===== src/rtl/imm_pkg.sv =====
// Shared types for the immediate-select path: select codes, opcodes and decode result.
package imm_pkg;

  typedef enum logic [5:0] {
    IMM_I     = 6'b000000,
    IMM_S     = 6'b001001,
    IMM_B     = 6'b010010,
    IMM_U     = 6'b011011,
    IMM_J     = 6'b100100,
    IMM_SHAMT = 6'b101101,
    IMM_ZIMM  = 6'b110110
  } imm_sel_t;

  localparam logic [6:0] OPC_LOAD     = 7'b0000011;
  localparam logic [6:0] OPC_MISC_MEM = 7'b0001111;
  localparam logic [6:0] OPC_OP_IMM   = 7'b0010011;
  localparam logic [6:0] OPC_AUIPC    = 7'b0010111;
  localparam logic [6:0] OPC_OP_IMM32 = 7'b0011011;
  localparam logic [6:0] OPC_STORE    = 7'b0100011;
  localparam logic [6:0] OPC_OP       = 7'b0110011;
  localparam logic [6:0] OPC_LUI      = 7'b0110111;
  localparam logic [6:0] OPC_OP32     = 7'b0111011;
  localparam logic [6:0] OPC_BRANCH   = 7'b1100011;
  localparam logic [6:0] OPC_JALR     = 7'b1100111;
  localparam logic [6:0] OPC_JAL      = 7'b1101111;
  localparam logic [6:0] OPC_SYSTEM   = 7'b1110011;

  typedef struct packed {
    imm_sel_t sel;
    logic     uses_imm;
    logic     illegal;
  } imm_dec_t;

endpackage


===== src/rtl/imm_sel_decode.sv =====
// Combinational opcode/funct3 -> immediate-select classifier.
// IMM_SEL_ZICSR_EN enables the CSR immediate (zimm) forms of SYSTEM.
module imm_sel_decode
  import imm_pkg::*;
(
  input  logic [6:0] opcode_i,
  input  logic [2:0] funct3_i,
  output imm_dec_t   dec_o
);

  always_comb begin
    dec_o.sel      = IMM_I;
    dec_o.uses_imm = 1'b1;
    dec_o.illegal  = 1'b0;
    case (opcode_i)
      OPC_OP_IMM, OPC_OP_IMM32: begin
        if (funct3_i == 3'b001 || funct3_i == 3'b101) dec_o.sel = IMM_SHAMT;
      end
      OPC_LOAD, OPC_JALR, OPC_MISC_MEM: ;
      OPC_STORE:            dec_o.sel = IMM_S;
      OPC_BRANCH:           dec_o.sel = IMM_B;
      OPC_LUI, OPC_AUIPC:   dec_o.sel = IMM_U;
      OPC_JAL:              dec_o.sel = IMM_J;
      OPC_OP, OPC_OP32:     dec_o.uses_imm = 1'b0;
      OPC_SYSTEM: begin
        if (funct3_i == 3'b100) begin
          dec_o.uses_imm = 1'b0;
          dec_o.illegal  = 1'b1;
        end else if (funct3_i[2]) begin
`ifdef IMM_SEL_ZICSR_EN
          dec_o.sel = IMM_ZIMM;
`else
          dec_o.uses_imm = 1'b0;
          dec_o.illegal  = 1'b1;
`endif
        end
      end
      default: begin
        dec_o.uses_imm = 1'b0;
        dec_o.illegal  = 1'b1;
      end
    endcase
  end

endmodule


===== src/rtl/imm_sel_stage.sv =====
// Immediate-select decode stage with a 2-entry skid buffer toward execute.
// Decode behaviour depends on IMM_SEL_ZICSR_EN (see imm_sel_decode).
module imm_sel_stage
  import imm_pkg::*;
#(
  parameter int unsigned XLEN = 64,
  parameter int unsigned ILEN = 32
) (
  input  logic            clk,
  input  logic            reset,
  input  logic            flush,
  input  logic            in_valid,
  output logic            in_ready,
  input  logic [ILEN-1:0] in_instr,
  input  logic [XLEN-1:0] in_pc,
  output logic            out_valid,
  input  logic            out_ready,
  output logic [ILEN-1:0] out_instr,
  output logic [XLEN-1:0] out_pc,
  output logic [5:0]      out_imm_sel,
  output logic            out_uses_imm,
  output logic            out_illegal
);

  localparam imm_dec_t DecReset = '{sel: IMM_I, uses_imm: 1'b0, illegal: 1'b0};

  imm_dec_t in_dec;

  imm_sel_decode u_decode (
    .opcode_i (in_instr[6:0]),
    .funct3_i (in_instr[14:12]),
    .dec_o    (in_dec)
  );

  logic            main_valid_q, main_valid_d;
  logic            skid_valid_q, skid_valid_d;
  logic [ILEN-1:0] main_instr_q, main_instr_d, skid_instr_q, skid_instr_d;
  logic [XLEN-1:0] main_pc_q, main_pc_d, skid_pc_q, skid_pc_d;
  imm_dec_t        main_dec_q, main_dec_d, skid_dec_q, skid_dec_d;
  logic            accept;

  // in_ready comes straight from a flop so it never depends on out_ready.
  assign in_ready = ~skid_valid_q;
  assign accept   = in_valid & ~skid_valid_q;

  always_comb begin
    main_valid_d = main_valid_q;
    skid_valid_d = skid_valid_q;
    main_instr_d = main_instr_q;
    main_pc_d    = main_pc_q;
    main_dec_d   = main_dec_q;
    skid_instr_d = skid_instr_q;
    skid_pc_d    = skid_pc_q;
    skid_dec_d   = skid_dec_q;
    if (flush) begin
      main_valid_d = 1'b0;
      skid_valid_d = 1'b0;
    end else if (!main_valid_q || out_ready) begin
      // Skid has priority; accept cannot coincide because in_ready is low then.
      if (skid_valid_q) begin
        main_valid_d = 1'b1;
        skid_valid_d = 1'b0;
        main_instr_d = skid_instr_q;
        main_pc_d    = skid_pc_q;
        main_dec_d   = skid_dec_q;
      end else if (accept) begin
        main_valid_d = 1'b1;
        main_instr_d = in_instr;
        main_pc_d    = in_pc;
        main_dec_d   = in_dec;
      end else begin
        main_valid_d = 1'b0;
      end
    end else if (accept) begin
      skid_valid_d = 1'b1;
      skid_instr_d = in_instr;
      skid_pc_d    = in_pc;
      skid_dec_d   = in_dec;
    end
  end

  always_ff @(posedge clk) begin
    if (reset) begin
      main_valid_q <= 1'b0;
      skid_valid_q <= 1'b0;
      main_instr_q <= '0;
      main_pc_q    <= '0;
      main_dec_q   <= DecReset;
      skid_instr_q <= '0;
      skid_pc_q    <= '0;
      skid_dec_q   <= DecReset;
    end else begin
      main_valid_q <= main_valid_d;
      skid_valid_q <= skid_valid_d;
      main_instr_q <= main_instr_d;
      main_pc_q    <= main_pc_d;
      main_dec_q   <= main_dec_d;
      skid_instr_q <= skid_instr_d;
      skid_pc_q    <= skid_pc_d;
      skid_dec_q   <= skid_dec_d;
    end
  end

  assign out_valid    = main_valid_q;
  assign out_instr    = main_instr_q;
  assign out_pc       = main_pc_q;
  assign out_imm_sel  = main_dec_q.sel;
  assign out_uses_imm = main_dec_q.uses_imm;
  assign out_illegal  = main_dec_q.illegal;

endmodule


===== config.mk =====
export PLATFORM = sky130hd
export DESIGN_NAME = imm_sel_stage
export DESIGN_NICKNAME = d
export VERILOG_FILES = /design/src/rtl/imm_pkg.sv /design/src/rtl/imm_sel_decode.sv /design/src/rtl/imm_sel_stage.sv
export SDC_FILE = /design/constraint.sdc
export NUM_CORES = 1
export LEC_CHECK = 0
export ABC_AREA = 1
export ABC_CLOCK_PERIOD_IN_PS = 1400
export CORE_ASPECT_RATIO = 0.75
export CORE_MARGIN = 5
export CORE_UTILIZATION = 25
export DETAILED_ROUTE_END_ITERATION = 8
export GPL_ROUTABILITY_DRIVEN = 0
export PLACE_DENSITY = 0.48
export SLEW_MARGIN = 20
export SYNTH_ARGS = -nofsm -noshare
export SYNTH_HDL_FRONTEND = slang
export SYNTH_SLANG_ARGS = --single-unit

===== constraint.sdc =====
create_clock -name clk -period 1.4 [get_ports clk]
set_clock_uncertainty 0.1 [all_clocks]
set_input_delay 0.35 -clock clk [delete_from_list [all_inputs] [get_ports clk]]
set_output_delay 0.35 -clock clk [all_outputs]
set_load 0.01 [all_outputs]

# --- Word-level counts from Yosys, hierarchy flattened ---
# Index checks and enable logic that the tools add are counted.
op_classes:
  n_eq_ne: 16
  mux: 14
  bitwise: 4
  reduce_logical: 12
op_table:
  columns: ["op", "count"]
  rows:
  - ["$mux W64", 2]
  - ["$mux W32", 2]
  - ["$pmux W6 S5", 1]
  - ["$eq A7 B6 Y1 const B", 4]
  - ["$eq A7 B7 Y1 const B", 4]
  - ["$eq A7 B5 Y1 const B", 3]
  - ["$mux W8", 2]
  - ["$reduce_or A12 Y1", 1]
  - ["$reduce_or A10 Y1", 1]
  - ["$eq A7 B2 Y1 const B", 1]
  - ["$eq A7 B4 Y1 const B", 1]
  - ["$eq A3 B3 Y1 const B", 2]
  - ["$mux W6", 1]
  - ["$reduce_and A3 Y1", 2]
  - ["$reduce_or A2 Y1", 3]
  - ["$mux W2", 2]
  - ["$pmux W1 S2", 2]
  - ["$eq A3 B1 Y1 const B", 1]
  - ["$not A1 Y1", 3]
  - ["$reduce_or A3 Y1", 1]
  - ["$logic_or A1 B1 Y1", 2]
  - ["$mux W1", 2]
  - ["$reduce_bool A2 Y1", 1]
  - ["$and A1 B1 Y1", 1]
  - ["$logic_not A1 Y1", 1]
word_totals:
  register_bits: 210
  inputBits: 101
  output_inout_bits: 106
  elab_cells: 58

# --- Longest topological paths before layout ---
depth:
  ltp_word: 6
  ltp_mapped: 9
  mapped_depth_nobuf: 9

# --- Hierarchy ---
# From an unflattened synthesis, not the netlist that was laid out.
hier_totals:
  cells_unflattened: 1637
  area_unflattened_um2: 10064.7
by_module_without_submodules:
  columns: ["module", "n_inst", "cells_per_inst", "area_each_um2", "seq_area_each_um2"]
  rows:
  - ["imm_sel_stage", 1, 1589, 9849.4, 4204.0]
  - ["imm_sel_decode", 1, 48, 215.2, 0.0]

# --- Least setup slack after synthesis ---
# No wires, ideal clock.
synth_timing:
  kind: "reg2reg"
  from: "register main_valid_q (netlist: out_valid)"
  to: "register skid_dec_q[6] (netlist name)"
  setup_time_ns: 0.126
  arrival_time_ns: 1.315
  required_ns: 1.174
  path_slack_ns: -0.141
  path_stages_with_launch: 8
  path_buffers: 2
  period_less_slack_ns: 1.541
  path_cell_list: "dfxtp_1 -> inv_1 -> nor2_2 -> nand4_1 -> inv_2 -> buf_2 -> buf_2 -> a31oi_1"
synth_between:
  elab_chain_cells: 4
synth_rtl:
  columns: ["element", "line", "rtl"]
  rows:
  - ["start, declared", "imm_sel_stage.sv:35", "logic main_valid_q, main_valid_d;"]
  - ["start signal, assigned", "imm_sel_stage.sv:93", "main_valid_q <= main_valid_d;"]
  - ["$logic_not A1 Y1", "imm_sel_stage.sv:58", "end else if (!main_valid_q || out_ready) begin"]
  - ["$logic_or A1 B1 Y1", "imm_sel_stage.sv:58", null]
  - ["$not A1 Y1 (no line)", null, null]
  - ["$reduce_and A3 Y1 (no line)", null, null]
  - ["end signal, assigned", "imm_sel_stage.sv:91", "skid_dec_q <= DecReset;"]
  - ["end signal, assigned", "imm_sel_stage.sv:100", "skid_dec_q <= skid_dec_d;"]
  - ["end, declared", "imm_sel_stage.sv:39", "imm_dec_t main_dec_q, main_dec_d, skid_dec_q, skid_dec_d;"]
# Every way passes these cells.
# A chain may end at the register's enable or synchronous reset.

# --- Final worst setup path ---
layout_timing:
  from: "input flush"
  to: "register skid_pc_q[46]"
layout_between:
  elab_chain_cells: 2
layout_rtl:
  columns: ["element", "line", "rtl"]
  rows:
  - ["start, declared", "imm_sel_stage.sv:11", "input logic flush,"]
  - ["$not A1 Y1 (no line)", null, null]
  - ["$reduce_and A3 Y1 (no line)", null, null]
  - ["end signal, assigned", "imm_sel_stage.sv:99", "skid_pc_q <= skid_pc_d;"]
  - ["end, declared", "imm_sel_stage.sv:38", "logic [XLEN-1:0] main_pc_q, main_pc_d, skid_pc_q, skid_pc_d;"]
# Every way passes these cells.

==> impl_metrics.toml <==
[run_status]
status = "finished, violations left"
violations = "negative setup slack"

[sta]
slew_headroom = 0.603
worst_slew_pin_slew_ns = 0.596
period_minus_slack_ns = 1.59
fmax_mhz = 630
fin_ws_ns = -0.187
hold_violations = 0
drv_slew = 0
rsz0062_at_grt = "true"
finalSetupViolations = 222
hold_slack_ns = 0.319
fin_crit_sh = 1.13
fin_setup_tns_ns = -19.79

[power_and_ir_drop]
leakagePower_uw = 0.00520
irDropWorstVdd_mv = 0.709
power_density_nw_per_um2 = 1060

[clock_network]
clk_pin_slew_worst_paths_ns = 0.06
cts-htree-levels = 1
cts_sinks = 204
ctsHoldBuffers = 0
cts_max_path_buffers = 3
cts_root_buffer = "clkbuf_16"
cts_buffers = 23
tritoncts = "done"
clk_latency_ns = 0.50

[cells_and_area]
drive_gt1_frac = 0.332
regArea_um2 = 4220
diodes = 0
area_growth_pct = 62.9
fin_nets = 1395
nFillCells = 3143
multi_input_area_um2 = 3700
post-route-util = 0.412

[floorplanning]
initial_utilization = 0.253
fp.coreArea_um2 = 31200
die_width_um = 215
die_h_um = 164
rows = 56
die_area_um2 = 35200
ioPinCount = 207

[logic_synthesis]
synth.largest_area_cell = "dfxtp_1"
syn-num-nets = 1155
ys_seq_area_frac = 0.518
ys.warnings.count = 0
synthCells = 1054
syn_area_um2 = 7880
ys_top_cells_by_area = "dfxtp_1, o21ai_0, nand2_1, nor2_1, a31oi_1"
synth-adder-area-share = 0
yosys.area_share.simple = 0.198
synth_top_family_by_area = "compound AO/OA/AOI/OAI gates"
synth.mux.area_fraction = 0
yosys.area_share.xor_xnor = 0
ys_ff_latch = 204
syn_area_per_cell_um2 = 7.48
synth_compound_area_frac = 0.222
synthDistinctLibCells = 18
synth_top_area_share = 0.518

[job]
drv_cap = 0

[routing]
drtAntennaViolNets = 0
num_vias = 7934
drt_pre_antenna_iters = 5
drt-total-wl_mm = 28.1
drc_errors = 0
wire_per_inst_um = 16.4
drt-vias-per-instance = 4.63
drt_iter0_markers = 395

[critical_path]
ff2ff_setup_slack_ns = -0.18
end_kind = "register"
path_class = "primary input to register"
arrival_ns = 1.88
cp.required_ns = 1.69
critPathLaunchType = "primary input"
path_max_fanout = 8

[placement]
port_buffers = 206
pre_cts_slack_ns = -0.599
dp_hpwl_mm = 17.3

[min_path]
hold_path.class = "primary input to register"

[global_routing]
grt_pass1_vias = 7622
grt.total_usage = 0.149
grt_first_pass_wirelength_mm = 42.9
grt_max_degree = 57
overflow = 0
antenna_found_initial = 0
## cell usage after synthesis
library cell	instances
o21ai_0	196
inv_2	1
buf_4	5
a31oi_1	97
nor2_2	1
buf_1	4
nand4_1	3
nand3_1	7
inv_1	28
nor3_4	1
nand2_1	213
nor2_1	178
o21ai_1	6
buf_2	18
nor3_1	3
dfxtp_1	204
a21oi_1	27
clkbuf_1	62
## where the power goes
group	leakage [uW]	switching, uW	internal (uW)
clock	0.000328	2330	3210
combinational	0.00317	814	1030
sequential	0.00170	186	6090
## registers in the layout, indices dropped and copies added, names as in the netlist
signal	count
skid_instr_q	32
out_uses_imm	1
out_valid	1
skid_dec_q	5
skid_valid_q	1
out_pc	64
out_instr	32
out_illegal	1
skid_pc_q	64
out_imm_sel	3
## placed cells by master (no fill, tap or decap), drive strengths merged
master and count:
a21oi 27, a31oi 97, buf 199, clkbuf 38, clkdlybuf4s50 100, clkinv 5, clkinvlp 1, dfxtp 204
inv 27, nand2 213, nand3 7, nand4 3, nor2 179, nor3 4, o21ai 202
## logic make-up (layout without fill, tap and decap cells)
logic type	Yosys count	count (layout)
AO/OA/AOI/OAI	326	326
flip-flops	204	204
AND/OR/NAND/NOR	406	406
buffers and inverters	118	370
## layer usage
metal	share of wire	GRT usage	up-vias
met1	0.49	0.213	3659
met4	0.023	0.0326	0
met2	0.43	0.230	213
met5	0	0	-
met3	0.060	0.0354	36
li1	-	-	4026
## critical path, cell delays in order
cell and delay, ns:
clkdlybuf4s50_1 0.53, inv_1 0.07, nand4_1 0.15, buf_12 0.23, clkinv_16 0.10, buf_12 0.15
clkbuf_16 0.16, nor2_4 0.07, nor2_1 0.05
## area by class of cell
cell class                 count  share of cell area
clock inverter                 3             0.00136
timing repair buffer         303               0.278
multi-input combinational    732               0.288
clock buffer                  34              0.0512
inverter                      29              0.0111
timing repair inverter         1             0.00234
tap                          406              0.0396
sequential                   204               0.328
## timing repair
item / 4_1_cts / 5_1_grt
gates resized for setup: 796 / 119
pin swaps: 7 / 10
setup endpoints to repair: 307 / 308
gates cloned: 11 / 5
setup buffers: 5 / 7
## final timing paths
path / cells past startpoint / startpoint / end
worst min-delay path: 3 / in_instr[9] / skid_instr_q[9]$_SDFFE_PP0P_
worst max register to register: 8 / skid_valid_q$_SDFFE_PP0P_ / skid_pc_q[46]$_SDFFE_PP0P_
worst min register to register: 2 / skid_instr_q[30]$_SDFFE_PP0P_ / out_instr[30]$_SDFFE_PP0P_
worst max-delay path: 9 / flush / skid_pc_q[46]$_SDFFE_PP0P_
## per-stage QoR
step | cell area, um^2 | instances | total power (uW)
global placement | 10900 | 1650 | 8010
floorplan | 7910 | 1054 | 6930
finish | 12800 | 1712 | 13700
CTS | 12300 | 1703 | 13800
detailed placement | 10900 | 1650 | 8010
global route | 12800 | 1712 | 14300
Note: power is estimated with default switching activity, not from simulation.
